File: config.mk
export PLATFORM = sky130hd
export DESIGN_NAME = power_sequencer
export DESIGN_NICKNAME = d
export VERILOG_FILES = /design/src/rtl/power_sequencer_pkg.sv /design/src/rtl/power_sequencer_seq_timer.sv /design/src/rtl/power_sequencer.sv
export SDC_FILE = /design/constraint.sdc
export NUM_CORES = 1
export LEC_CHECK = 0
export BUFFER_PORTS_ARGS = -buffer_cell sky130_fd_sc_hd__clkbuf_2
export CAP_MARGIN = 20
export CORE_ASPECT_RATIO = 1.25
export CORE_MARGIN = 3
export CORE_UTILIZATION = 25
export DETAILED_ROUTE_END_ITERATION = 10
export SYNTH_ARGS = -nofsm -noshare
export SYNTH_HDL_FRONTEND = slang
export SYNTH_SLANG_ARGS = --single-unit
File: constraint.sdc
create_clock -name clk -period 2.58 [get_ports clk]
set_input_delay 0.387 -clock clk [delete_from_list [all_inputs] [get_ports clk]]
set_output_delay 0.387 -clock clk [all_outputs]
set_load 0.005 [all_outputs]
File: src/rtl/power_sequencer_pkg.sv
// Shared definitions for the power sequencer: FSM state type and default
// timing constants (derived from the 100 MHz system clock).
package power_sequencer_pkg;

  typedef enum logic [2:0] {
    OFF,
    UP_ACK,
    UP_DLY,
    ON,
    DN_ACK,
    DN_DLY,
    FAULT
  } pwr_seq_state_t;

  localparam int CLK_HZ          = 100_000_000;
  localparam int DEF_STEP_DELAY  = CLK_HZ;      // 1 s settle per stage
  localparam int DEF_ACK_TIMEOUT = CLK_HZ / 2;  // 0.5 s ack window

endpackage

File: src/rtl/power_sequencer_seq_timer.sv
// seq_timer: loadable down-counter shared by the settle delay and the ack
// timeout (the two are never active at the same time).
// Ports:
//   clk, rst  - clock, async active-low reset
//   load      - load `value` into the counter this cycle
//   value     - count to load
//   done      - counter has reached zero (holds at zero)
module seq_timer #(
  parameter int CNT_W = 32
) (
  input  logic             clk,
  input  logic             rst,
  input  logic             load,
  input  logic [CNT_W-1:0] value,
  output logic             done
);

  logic [CNT_W-1:0] count;

  always_ff @(posedge clk or negedge rst) begin
    if (!rst)                count <= '0;
    else if (load)           count <= value;
    else if (count != '0)    count <= count - CNT_W'(1);
  end

  assign done = (count == '0);

endmodule

File: src/rtl/power_sequencer.sv
// power_sequencer: ordered power-up / power-down of NUM_STAGES subsystems.
// Each stage is enabled, its acknowledge awaited (bounded by ACK_TIMEOUT),
// then a STEP_DELAY settle runs before the next stage. Power-down walks the
// stages in reverse. A missing ack latches FAULT with every enable dropped.
// Ports:
//   clk, rst      - 100 MHz clock, async active-low reset
//   power_status  - requested power state (1 = on)
//   clear_fault   - pulse; leaves FAULT only while power_status = 0
//   stage_ack     - per-stage acknowledge level
//   stage_en      - per-stage enable (registered, contiguous from bit 0)
//   sys_ready     - all stages up and settled
//   busy          - sequencing in progress
//   fault         - ack timeout latched
//   fault_stage   - stage index that timed out
module power_sequencer
  import power_sequencer_pkg::*;
#(
  parameter int NUM_STAGES  = 4,
  parameter int STEP_DELAY  = DEF_STEP_DELAY,
  parameter int ACK_TIMEOUT = DEF_ACK_TIMEOUT,
  parameter int CNT_W       = 32
) (
  input  logic                          clk,
  input  logic                          rst,
  input  logic                          power_status,
  input  logic                          clear_fault,
  input  logic [NUM_STAGES-1:0]         stage_ack,
  output logic [NUM_STAGES-1:0]         stage_en,
  output logic                          sys_ready,
  output logic                          busy,
  output logic                          fault,
  output logic [$clog2(NUM_STAGES)-1:0] fault_stage
);

  localparam int               IW    = $clog2(NUM_STAGES);
  localparam logic [IW-1:0]    TOP   = IW'(NUM_STAGES - 1);
  localparam logic [CNT_W-1:0] T_ACK = CNT_W'(ACK_TIMEOUT);
  localparam logic [CNT_W-1:0] T_DLY = CNT_W'(STEP_DELAY);

  pwr_seq_state_t        state, state_nxt;
  logic [IW-1:0]         idx, idx_nxt;
  logic [NUM_STAGES-1:0] en_nxt;
  logic                  tmr_load, tmr_done;
  logic [CNT_W-1:0]      tmr_value;

  seq_timer #(.CNT_W(CNT_W)) u_timer (
    .clk   (clk),
    .rst   (rst),
    .load  (tmr_load),
    .value (tmr_value),
    .done  (tmr_done)
  );

  // State, stage index and enables all move together.
  always_ff @(posedge clk or negedge rst) begin
    if (!rst) begin
      state    <= OFF;
      idx      <= '0;
      stage_en <= '0;
    end else begin
      state    <= state_nxt;
      idx      <= idx_nxt;
      stage_en <= en_nxt;
    end
  end

  // Timer is loaded with T_ACK on every enable/disable edge and with T_DLY
  // on every accepted ack. Timeout has priority over a same-cycle ack, so an
  // ack is accepted up to and including ACK_TIMEOUT edges after the enable.
  always_comb begin
    state_nxt = state;
    idx_nxt   = idx;
    en_nxt    = stage_en;
    tmr_load  = 1'b0;
    tmr_value = T_ACK;
    unique case (state)
      OFF: if (power_status) begin
        idx_nxt   = '0;
        en_nxt[0] = 1'b1;
        tmr_load  = 1'b1;
        state_nxt = UP_ACK;
      end
      UP_ACK, UP_DLY: begin
        if (!power_status) begin
          // abort: drop the stage in flight, unwind from here
          en_nxt[idx] = 1'b0;
          tmr_load    = 1'b1;
          state_nxt   = DN_ACK;
        end else if (state == UP_ACK) begin
          if (tmr_done) begin
            en_nxt    = '0;
            state_nxt = FAULT;
          end else if (stage_ack[idx]) begin
            tmr_load  = 1'b1;
            tmr_value = T_DLY;
            state_nxt = UP_DLY;
          end
        end else if (tmr_done) begin
          if (idx == TOP) begin
            state_nxt = ON;
          end else begin
            idx_nxt         = idx + IW'(1);
            en_nxt[idx_nxt] = 1'b1;
            tmr_load        = 1'b1;
            state_nxt       = UP_ACK;
          end
        end
      end
      ON: if (!power_status) begin
        idx_nxt     = TOP;
        en_nxt[TOP] = 1'b0;
        tmr_load    = 1'b1;
        state_nxt   = DN_ACK;
      end
      // power_status is not looked at while going down
      DN_ACK: begin
        if (tmr_done) begin
          en_nxt    = '0;
          state_nxt = FAULT;
        end else if (!stage_ack[idx]) begin
          tmr_load  = 1'b1;
          tmr_value = T_DLY;
          state_nxt = DN_DLY;
        end
      end
      DN_DLY: if (tmr_done) begin
        if (idx == '0) begin
          state_nxt = OFF;
        end else begin
          idx_nxt         = idx - IW'(1);
          en_nxt[idx_nxt] = 1'b0;
          tmr_load        = 1'b1;
          state_nxt       = DN_ACK;
        end
      end
      FAULT: begin
        en_nxt = '0;
        if (clear_fault && !power_status) state_nxt = OFF;
      end
      default: begin
        en_nxt    = '0;
        state_nxt = OFF;
      end
    endcase
  end

  // Status decodes of the registered state; idx is frozen while in FAULT.
  always_comb begin
    sys_ready   = (state == ON);
    busy        = state inside {UP_ACK, UP_DLY, DN_ACK, DN_DLY};
    fault       = (state == FAULT);
    fault_stage = (state == FAULT) ? idx : '0;
  end

endmodule

# Yosys cells after proc, flatten, opt, wreduce, memory -nomap -nowiden
# Index checks and enable logic that the tools add are counted.
# W data, S select, Z words.
word_totals:
  regBits: 41
  word_cells: 128
  input_bits: 8
  out_inout_bits: 9
classes:
  bitwise: 8
  n_mux: 66
  addsub: 3
  n_eq_ne: 20
  reduce_logical: 19
  magnitude_cmp: 6
ops:
  columns: ["operator", "n"]
  rows:
  - ["$mux W27", 5]
  - ["$mux W32", 3]
  - ["$pmux W32 S2", 1]
  - ["$mux W3", 12]
  - ["$logic_not A32 Y1", 1]
  - ["$reduce_bool A32 Y1", 1]
  - ["$sub A32 B1 Y32 const B", 1]
  - ["$mux W4", 7]
  - ["$mux W2", 10]
  - ["$mux W1", 18]
  - ["$pmux W3 S6", 1]
  - ["$ne A2 B2 Y1 const B", 8]
  - ["$pmux W2 S4", 2]
  - ["$pmux W1 S5", 3]
  - ["$ne A4 B4 Y1 const B", 3]
  - ["$reduce_and A6 Y1", 2]
  - ["$eq A3 B3 Y1 const B", 3]
  - ["$lt A2 B3 Y1 const B", 3]
  - ["$reduce_and A9 Y1", 1]
  - ["$and A4 B4 Y4", 2]
  - ["$not A4 Y4", 2]
  - ["$reduce_bool A4 Y1", 2]
  - ["$reduce_and A7 Y1", 1]
  - ["$demux W1 S2", 3]
  - ["18 further kinds", 27]

# Longest topological paths before layout
# Gate-level depths: netlist (run 1).
logic_depth:
  depth_word: 11
  mapped_depth: 11

# By module
# A second synthesis (run 1) with hierarchy kept.
unflattened:
  cells_unflattened: 344
  area_unflattened_um2: 2947.8
modules_own_cells:
  columns: ["module", "area_per_inst_um2", "seq_area_each_um2", "n_inst", "cells_each"]
  rows:
  - ["seq_timer", 1914.3, 800.8, 1, 204]
  - ["power_sequencer", 1033.5, 225.2, 1, 140]

# Least setup slack after synthesis (run 1)
# No wires, ideal clock.
synth_timing:
  kind: "register to register"
  from: "register u_timer.count[8]"
  to: "register u_timer.count[12]"
  setup_ns: 0.079
  required_time_ns: 2.501
  setup_slack_ns: -0.045
  path_stages_with_launch: 10
  arrival_ns: 2.546
  path_cell_list: "dfrtp_1 > or4_1 > buf_2 > nor4b_4 > and3_1 > buf_4 > mux2_4 > o21ai_2 > buf_6 > mux2i_1"
synth_via:
  elab_chain_cells: 6
  elab_cells_between_ends: 18
synth_lines:
  columns: ["item", "line", "text"]
  rows:
  - ["from (decl)", "power_sequencer_seq_timer.sv:18", "logic [CNT_W-1:0] count;"]
  - ["from (signal assigned)", "power_sequencer_seq_timer.sv:22", "else if (load) count <= value;"]
  - ["from (signal assigned)", "power_sequencer_seq_timer.sv:23", "else if (count != '0) count <= count - CNT_W'(1);"]
  - ["branches (longest 6 deep; another with $sub A32 B1 Y32)", null, null]
# Several ways; the timed one is not identified. The select of a mux whose other input is x is not followed.
# A chain may end at the register's enable or synchronous reset.

# Worst setup path in the final report (run 1)
layout_timing:
  from: "register u_timer.count[5]"
  to: "register u_timer.count[21]"
# The elaborated chain is that of the path after synthesis.

==> out/results.tsv, run 1 <==
stage	metric	value	unit
status	outcome	finished clean	
clock_tree	htreeDepth	2	
clock_tree	root_buffer	clkbuf_16	
sta	tightest_slew	0.5942	ns
floorplan	die_w	99.51	microns
synthesis	postSynthAreaPerCell	8.901	sq um
cells_and_area	drive_gt1_frac	0.2443	
critical_path	rrSetupSlack	0.007	ns
cells_and_area	design_area	3422	sq um
sta	drv_slew	0	
power	irDropWorstVdd	0.4200	mV
synthesis	synth_area_leader_cell	dfrtp_1	
sta	tns	0	ns
global_routing	grt_pass1_vias	2445	
power	clkPwrFrac	0.173	
sta	slew_headroom	0.5996	
power	p_int	2130	uW
critical_path	cp_cell_sequence	or4_4 > nor4b_4 > a31oi_2 > a22oi_2 > o21ai_4 > buf_12 > buf_8 > or3b_1	
synthesis	syn_area	2733	sq um
critical_path	startpoint	u_timer.count[5]	
power	comb_power_share	0.543	
placed_design	dpl.hpwl	4660	microns
clock_tree	tritoncts	built	
synthesis	synth_area_leaders	dfrtp_1, xnor2_1, nor2_1, xor2_1, a21oi_1	
floorplan	start_util	0.2574	
clock_tree	postCtsHoldBufs	0	
synthesis	syn_inst	307	
critical_path	critical_path_cell_count	8	
clock_tree	clkTransAtPathRegs	0.06	ns
sta	finalWorstSetupSlack	0.007143	ns
placed_design	place.gp.congestion	0.8872	
flow_run	cap_violations	0	
clock_tree	clock-sinks	41	
power	swShare	0.4083	
critical_path	critPathKind	reg -> reg	
route	detail_route.wl_per_cell	14.41	microns
route	viasPerCell	5.041	
critical_path	slowest_delay	0.57	ns
route	vias	2440	
sta	fin_crit	2.573	ns
synthesis	synth_edf_count	0	
critical_path	cpLargestDelayFamily	simple AND/OR/NAND/NOR gates	
power	cellLeakagePower	0.001382	uW
critical_path	worst-path-max-fanout	7	
critical_path	cp_slowest_cell	or4_4	
synthesis	yosysMostFrequentCell	dfrtp_1	
power	p_per_area	1052	nW/um^2
sta	skew	0.007024	ns
cells_and_area	final_core_util	0.3224	
clock_tree	cts_buffer_depth	2	
synthesis	ys.flop_type	dfrtp_1	
hold_path	hp-class	in -> async	
floorplan	dieArea	12230	sq um
sta	fmaxAchievable	0.3887	GHz
synthesis	ys_types	54	
cells_and_area	n_fill_cell	1096	
global_routing	track_usage	0.1134	
critical_path	worstRegToRegCells	8	
floorplan	rows	42	
floorplan	die_h	122.9	microns
critical_path	r2r_end	u_timer.count[21]	
critical_path	critPathBufInv	2	
global_routing	grt_pass1_wl	11470	microns
synthesis	seq_area_frac_synth	0.3755	
critical_path	critPathCapture	u_timer.count[21]	
global_routing	grt.overflow.total	0	
clock_tree	cts_buffers	5	
clock_tree	clock_latency	0.28	ns
critical_path	critPathRequiredTime	2.74	ns
route	drc	0	
sta	final-hold-violation-count	0	
placed_design	io_buffer_count	16	
sta	final-setup-viol-count	0	
synthesis	async_reset_ff_frac	1.000	
placed_design	placed_cell_area	3131	sq um
critical_path	r2r-start	u_timer.count[5]	
route	ant_nets	0	
power	pwr-share-seq	0.285	
cells_and_area	diodes	0	
synthesis	synthTopCellsByCount	dfrtp_1, nor2_1, nand2_1	
sta	fin_crit_sh	0.9972	
floorplan	core	10620	sq um
route	wl	6974	microns
synthesis	synth_largest_type_area_fraction	0.3755	
cells_and_area	area_delta_synth_final	25.23	%
critical_path	cp-start-kind	flip-flop	
route	first_pass_iters	4	
critical_path	end_kind	flip-flop	
cells_and_area	nNetsFinal	365	
floorplan	io_pins	17	
power	switchingPower	1470	uW
placed_design	dp_slack	0.01179	ns
global_routing	antenna_found_initial	0	
synthesis	syn_nets	321	
sta	rsz0062_at_grt	yes	
critical_path	cp.arrival	2.74	ns
global_routing	grt_max_degree	42	
synthesis	ys_ff_latch	41	
route	first_iter_violations	139	
synthesis	ys_warn_count	0	
## layout by cell type (no fill, tap or decap), types with 5 or more instances in the layout
cell / count
a21oi_1: 16
buf_4: 35
clkbuf_16: 6
clkbuf_2: 16
dfrtp_1: 41
ha_1: 6
inv_1: 8
mux2i_1: 6
nand2_1: 22
nand2b_1: 12
nand3_1: 7
nor2_1: 35
nor3_1: 16
nor4_1: 8
o21ai_0: 11
o22ai_1: 5
o31ai_2: 5
or3_1: 7
xnor2_1: 16
xor2_1: 13
## state kept, by name, indices dropped and copies added, names as in the netlist
signal,cells
u_timer.count,32
stage_en,4
state,3
idx,2
## worst min-delay path by stage
| stage | start | endpoint | slack, ns | cells after the start |
|---|---|---|---|---|
| after floorplan | rst | idx[0] | 0.09 | 0 |
| after global placement | rst | stage_en[1] | 0.50 | 2 |
| after detailed placement | rst | stage_en[2] | 0.51 | 2 |
| after CTS | rst | idx[1] | 0.21 | 2 |
| after global routing | rst | idx[1] | 0.23 | 2 |
| final | rst | stage_en[2] | 0.17 | 2 |
## final cells by class
type                    count  area (sq um)  area share
clock buffers               5         125.1     0.03656
clock inverters             3         22.52    0.006581
inverters                   9         33.78    0.009872
multi-input cells         240          1647      0.4812
flip-flops and latches     41          1026      0.2998
well taps                 132         165.2     0.04826
repair buffers             54         402.9      0.1177
## per-layer routing
layer  track usage  part of all wire  wire length [microns]
met1        0.1447              0.43                   3025
met5             0                 0                      0
met4       0.03160             0.011                     74
met3       0.02540             0.054                    380
met2        0.1929              0.50                   3494
## cells by family (layout without fill, tap and decap cells)
family	after synthesis	after routing	synth area share
AOI/OAI and AO/OA	63	63	0.1621
and+or+nand+nor	133	133	0.2564
DFF	41	41	0.3755
adders and majority gates	7	7	0.03113
xor gates and xnor gates	29	29	0.09295
muxes	8	8	0.03571
buffers and inverters	26	71	0.04624
## metrics by stage
stage / cells / total power, uW / hold WS, ns
2_1_floorplan: 307 / 2251 / 0.09141
3_3_place_gp: 468 / 2684 / 0.5009
5_1_grt: 484 / 3872 / 0.2302
3_5_place_dp: 468 / 2718 / 0.5080
6_report: 484 / 3600 / 0.1699
4_1_cts: 476 / 3358 / 0.2067
## timing repair
item                                    CTS  global route
endpoints found under the setup margin    0            15
setup buffers                             0             7
gates resized for setup                   0            14
## power by group through the flow
stage	Clock (uW)	Sequential (uW)	Combinational, uW
floorplan	0	988	1260
global placement	0	1010	1670
detailed placement	0	1020	1700
CTS	641	1010	1700
global route	668	1050	2150
finish	621	1020	1950
Power figures use the tool's default switching activity.
==> run 2: changes to the inputs <==
SETUP_SLACK_MARGIN = 0.2   (was default)
==> run 2 against run 1 <==
  * First-iteration DRC count down 29%
  * Cell count up 1.9%
  * Sequential power about the same
  * Clock power down 2%
  * Combinational power up 11%
  * Via count up 3.7%
  * Die area unchanged
  * Non-clock buffer count up 9
==> out/results.tsv, run 2 (synthesized netlist as in run 1, its figures left out) <==
stage	metric	value	unit
status	outcome	finished clean	
power	power.total	3806	uW
sta	fin_crit_sh	0.9817	
global_routing	grt_pass1_vias	2588	
clock_tree	cts_buffer_depth	2	
critical_path	cp_slowest_cell	or4_4	
flow_run	cap_violations	0	
route	wl	7489	microns
floorplan	dieArea	12230	sq um
route	maxUsedRoutingLayer	met4	
global_routing	antenna_found_initial	0	
critical_path	worstRegToRegCells	8	
critical_path	rrSetupSlack	0.05	ns
route	detail_route.wl_per_cell	15.19	microns
floorplan	start_util	0.2574	
critical_path	critPathKind	reg -> reg	
cells_and_area	mostFrequentLayoutCell	dfrtp_1	
global_routing	grt_max_degree	42	
sta	fmaxAchievable	0.3948	GHz
global_routing	track_usage	0.1219	
cells_and_area	area_delta_synth_final	34.34	%
placed_design	dpl.hpwl	5010	microns
route	wl_met1	3152	microns
cells_and_area	nNetsFinal	374	
sta	fin_crit	2.533	ns
hold_path	hp-class	in -> async	
route	vias	2530	
cells_and_area	design_area	3671	sq um
critical_path	critPathBufInv	2	
critical_path	cp_cell_sequence	or4_4 > nor4b_4 > and3_4 > mux2_4 > o21ai_4 > buf_4 > buf_16 > nand2b_1	
route	ant_nets	0	
route	route.met3.wl	291	microns
clock_tree	clkTransAtPathRegs	0.06	ns
floorplan	io_pins	17	
critical_path	critical_path_cell_count	8	
sta	drv_slew	0	
critical_path	end_kind	flip-flop	
clock_tree	htreeDepth	2	
placed_design	placed_cell_area	3133	sq um
critical_path	r2r_end	u_timer.count[15]	
route	viasPerCell	5.132	
sta	skew	0.003337	ns
placed_design	place.gp.congestion	0.9230	
clock_tree	tritoncts	built	
route	drc	0	
route	first_iter_violations	98	
route	first_pass_iters	4	
sta	tightest_slew	0.6625	ns
power	p_per_area	1037	nW/um^2
clock_tree	postCtsHoldBufs	0	
power	cellLeakagePower	0.001468	uW
cells_and_area	drive_gt1_frac	0.3047	
critical_path	cp-start-kind	flip-flop	
floorplan	rows	42	
critical_path	cp.arrival	2.76	ns
critical_path	cpLargestDelayFamily	simple AND/OR/NAND/NOR gates	
cells_and_area	final_core_util	0.3458	
floorplan	die_w	99.51	microns
clock_tree	clock-sinks	41	
power	irDropWorstVdd	0.3719	mV
cells_and_area	final_cell_mix	dfrtp_1, buf_4, nor2_1	
critical_path	startpoint	u_timer.count[4]	
clock_tree	clock_latency	0.28	ns
cells_and_area	diodes	0	
placed_design	io_buffer_count	16	
critical_path	critPathCapture	u_timer.count[15]	
floorplan	die_h	122.9	microns
sta	final-setup-viol-count	0	
critical_path	r2r-start	u_timer.count[4]	
sta	rsz0062_at_grt	yes	
clock_tree	root_buffer	clkbuf_16	
clock_tree	cts_buffers	5	
cells_and_area	n_fill_cell	1089	
global_routing	grt.overflow.total	0	
critical_path	slowest_delay	0.59	ns
global_routing	grt_pass1_wl	12230	microns
cells_and_area	largest_reg_flops	32	
sta	slew_headroom	0.5536	
route	dr_wl_met2	3967	microns
cells_and_area	reg_top3	u_timer.count: 32 flops, stage_en: 4 flops, state: 3 flops	
floorplan	core	10620	sq um
sta	final-hold-violation-count	0	
critical_path	critPathRequiredTime	2.80	ns
critical_path	worst-path-max-fanout	6	
cells_and_area	regMostFlops	u_timer.count	
[run 2: area by class of cell]
class,instances,area [sq um],share of cell area
well taps,132,165.2,0.04499
flip-flops and latches,41,1026,0.2795
multi-input cells,240,1802,0.4908
inverters,9,33.78,0.009202
clock buffers,6,128.9,0.03511
repair buffers,63,505.5,0.1377
clock inverters,2,10.01,0.002727
[run 2: worst min-delay path by stage]
stage | to | slack [ns] | cells after the start
6_report | stage_en[2] | 0.17 | 2
5_1_grt | stage_en[1] | 0.23 | 2
4_1_cts | stage_en[2] | 0.21 | 2
3_5_place_dp | stage_en[2] | 0.50 | 2
3_3_place_gp | stage_en[1] | 0.50 | 2
2_1_floorplan | idx[0] | 0.09 | 0
[run 2: routing by layer]
| metal | global-route usage | up-vias |
|---|---|---|
| met4 | 0.04184 | 0 |
| met2 | 0.2155 | 65 |
| met1 | 0.1505 | 1238 |
| met3 | 0.01919 | 8 |
| li1 | - | 1219 |
| met5 | 0 | - |
[run 2: timing repair]
| action | 4_1_cts | 5_1_grt |
|---|---|---|
| endpoints found under the hold margin | 0 | 0 |
| setup endpoints to repair | 38 | 40 |
| cloned | 1 | 1 |
| setup buffers | 3 | 10 |
| gates resized for setup | 16 | 36 |
| pin swaps | 7 | 13 |
[run 2: through the flow]
| stage | setup WS [ns] | instances | setup TNS (ns) | hold slack (ns) |
|---|---|---|---|---|
| global route | -0.05424 | 493 | -0.4499 | 0.2299 |
| detailed placement | -0.03223 | 470 | -0.03223 | 0.5040 |
| finish | 0.04731 | 493 | 0 | 0.1686 |
| floorplan | -0.03633 | 307 | -0.2240 | 0.09141 |
| global placement | 0.08121 | 470 | 0 | 0.4981 |
| CTS | 0.08902 | 482 | 0 | 0.2082 |
[run 2: report_power, final]
group          switching [uW]  internal (uW)  total (uW)
combinational            1130           1030        2160
clock                     255            356         610
sequential                204            835        1040
total                    1580           2220        3810
==> run 3: changes to the inputs <==
REMOVE_ABC_BUFFERS = 1   (was default)
==> run 3 against run 2 <==
  * The run now ends with setup timing left
  * Register-to-register slack got worse by 0.097 ns
  * Worst setup slack got worse by 0.097 ns
  * Combinational power rose by 11%
  * Sequential power barely moved
  * Non-clock buffer count fell by 1
  * Flip-flop and latch count did not move
  * Die area did not move
  * Global-route usage fell by 0.35 points
  * Routed wire length fell by 0.79%
  * Fmax fell by 3.7%
  * Critical path type unchanged
  * Critical endpoint is now u_timer.count[21]
==> out/results.tsv, run 3 (synthesized netlist as in run 1, its figures left out) <==
stage	metric	value	unit
status	outcome	finished, violations left	
status	violations	setup timing	
sta	fmaxAchievable	0.3802	GHz
floorplan	die_w	99.51	microns
clock_tree	root_buffer	clkbuf_16	
placed_design	io_buffer_count	16	
route	drc	0	
clock_tree	clock_latency	0.28	ns
placed_design	dpl.hpwl	4624	microns
global_routing	track_usage	0.1184	
cells_and_area	final_cell_mix	dfrtp_1, buf_4, nor2_1	
critical_path	r2r-start	u_timer.count[8]	
route	wl_met1	3114	microns
route	maxUsedRoutingLayer	met4	
route	route.met3.wl	257	microns
route	wl	7430	microns
clock_tree	cts_buffer_depth	2	
power	power.total	4132	uW
critical_path	slowest_delay	0.56	ns
critical_path	rrSetupSlack	-0.05	ns
critical_path	cp_slowest_cell	or4_4	
clock_tree	htreeDepth	2	
power	cellLeakagePower	0.001470	uW
route	dr_wl_met2	3936	microns
critical_path	end_kind	flip-flop	
floorplan	die_h	122.9	microns
cells_and_area	largest_reg_flops	32	
floorplan	start_util	0.2574	
floorplan	io_pins	17	
cells_and_area	area_delta_synth_final	35.67	%
clock_tree	cts_buffers	5	
sta	skew	0.006456	ns
critical_path	startpoint	u_timer.count[8]	
cells_and_area	diodes	0	
route	first_pass_iters	4	
hold_path	hp-class	in -> async	
route	ant_nets	0	
cells_and_area	nNetsFinal	373	
sta	final-hold-violation-count	0	
placed_design	place.gp.congestion	0.8403	
clock_tree	clkTransAtPathRegs	0.07	ns
critical_path	cpLargestDelayFamily	simple AND/OR/NAND/NOR gates	
critical_path	cp-start-kind	flip-flop	
critical_path	worst-path-max-fanout	8	
sta	fin_crit	2.630	ns
global_routing	grt.overflow.total	0	
critical_path	critPathRequiredTime	2.74	ns
power	p_per_area	1115	nW/um^2
sta	slew_headroom	0.4660	
clock_tree	postCtsHoldBufs	0	
floorplan	core	10620	sq um
cells_and_area	regMostFlops	u_timer.count	
clock_tree	clock-sinks	41	
global_routing	grt_pass1_wl	11870	microns
cells_and_area	n_fill_cell	1073	
route	detail_route.wl_per_cell	15.10	microns
power	irDropWorstVdd	0.4722	mV
sta	drv_slew	0	
global_routing	antenna_found_initial	0	
critical_path	critPathBufInv	1	
route	vias	2527	
cells_and_area	drive_gt1_frac	0.3083	
sta	rsz0062_at_grt	yes	
cells_and_area	reg_top3	u_timer.count: 32 flops, stage_en: 4 flops, state: 3 flops	
flow_run	cap_violations	0	
floorplan	dieArea	12230	sq um
global_routing	grt_pass1_vias	2499	
sta	finalWorstSetupSlack	-0.05003	ns
route	first_iter_violations	115	
sta	final-setup-viol-count	22	
critical_path	cp_cell_sequence	or4_4 > nor4b_4 > a31oi_1 > a22oi_2 > o21ai_4 > clkbuf_16 > or3b_1	
critical_path	cp.arrival	2.79	ns
critical_path	critPathKind	reg -> reg	
sta	holdWs	0.1695	ns
cells_and_area	mostFrequentLayoutCell	dfrtp_1	
sta	tightest_slew	0.7948	ns
route	viasPerCell	5.136	
clock_tree	tritoncts	built	
global_routing	grt_max_degree	42	
floorplan	rows	42	
sta	fin_crit_sh	1.019	
[run 3: final cells by class]
cell class              instances  area, sq um  area share
multi-input cells             240         1782      0.4806
flip-flops and latches         41         1026      0.2767
repair buffers                 62        531.8      0.1434
well taps                     132        165.2     0.04455
clock buffers                   5        125.1     0.03375
clock inverters                 3        43.79     0.01181
inverters                       9        33.78    0.009112
[run 3: repair_timing]
item                       CTS  global route
setup endpoints to repair   39            41
pin swaps                   11            14
gates resized for setup     20            31
buffers inserted             3             6
gates cloned                 2             1
[run 3: final timing paths]
kind	end	cells past startpoint
max reg2reg	u_timer.count[21]	7
min reg2reg	stage_en[1]	1
min	u_timer.count[2]	2
max in group asynchronous	idx[1]	2
min in group clk	stage_en[1]	1
max	u_timer.count[21]	7
[run 3: per-layer routing]
| metal | vias to the layer above | GRT usage |
|---|---|---|
| li1 | 1205 | - |
| met1 | 1240 | 0.1463 |
| met2 | 69 | 0.2071 |
| met3 | 13 | 0.02144 |
| met4 | 0 | 0.04099 |
| met5 | - | 0 |
[run 3: power by group]
group          total [uW]  switching [uW]  internal (uW)
logic                2390            1230           1150
registers            1020             184            835
clock network         727             269            458
[run 3: metrics by stage]
step	TNS (ns)	std cells	setup WS (ns)	instance area (sq um)	utilization
final	-0.5742	492	-0.05003	3707	0.3492
after global routing	-3.431	492	-0.1456	3707	0.3492
after CTS	0	485	0.03897	3483	0.3281
after detailed placement	-0.08027	472	-0.02476	3153	0.2970
after global placement	0	472	0.05145	3153	0.2970
after floorplan	-30.76	290	-0.9869	2640	-
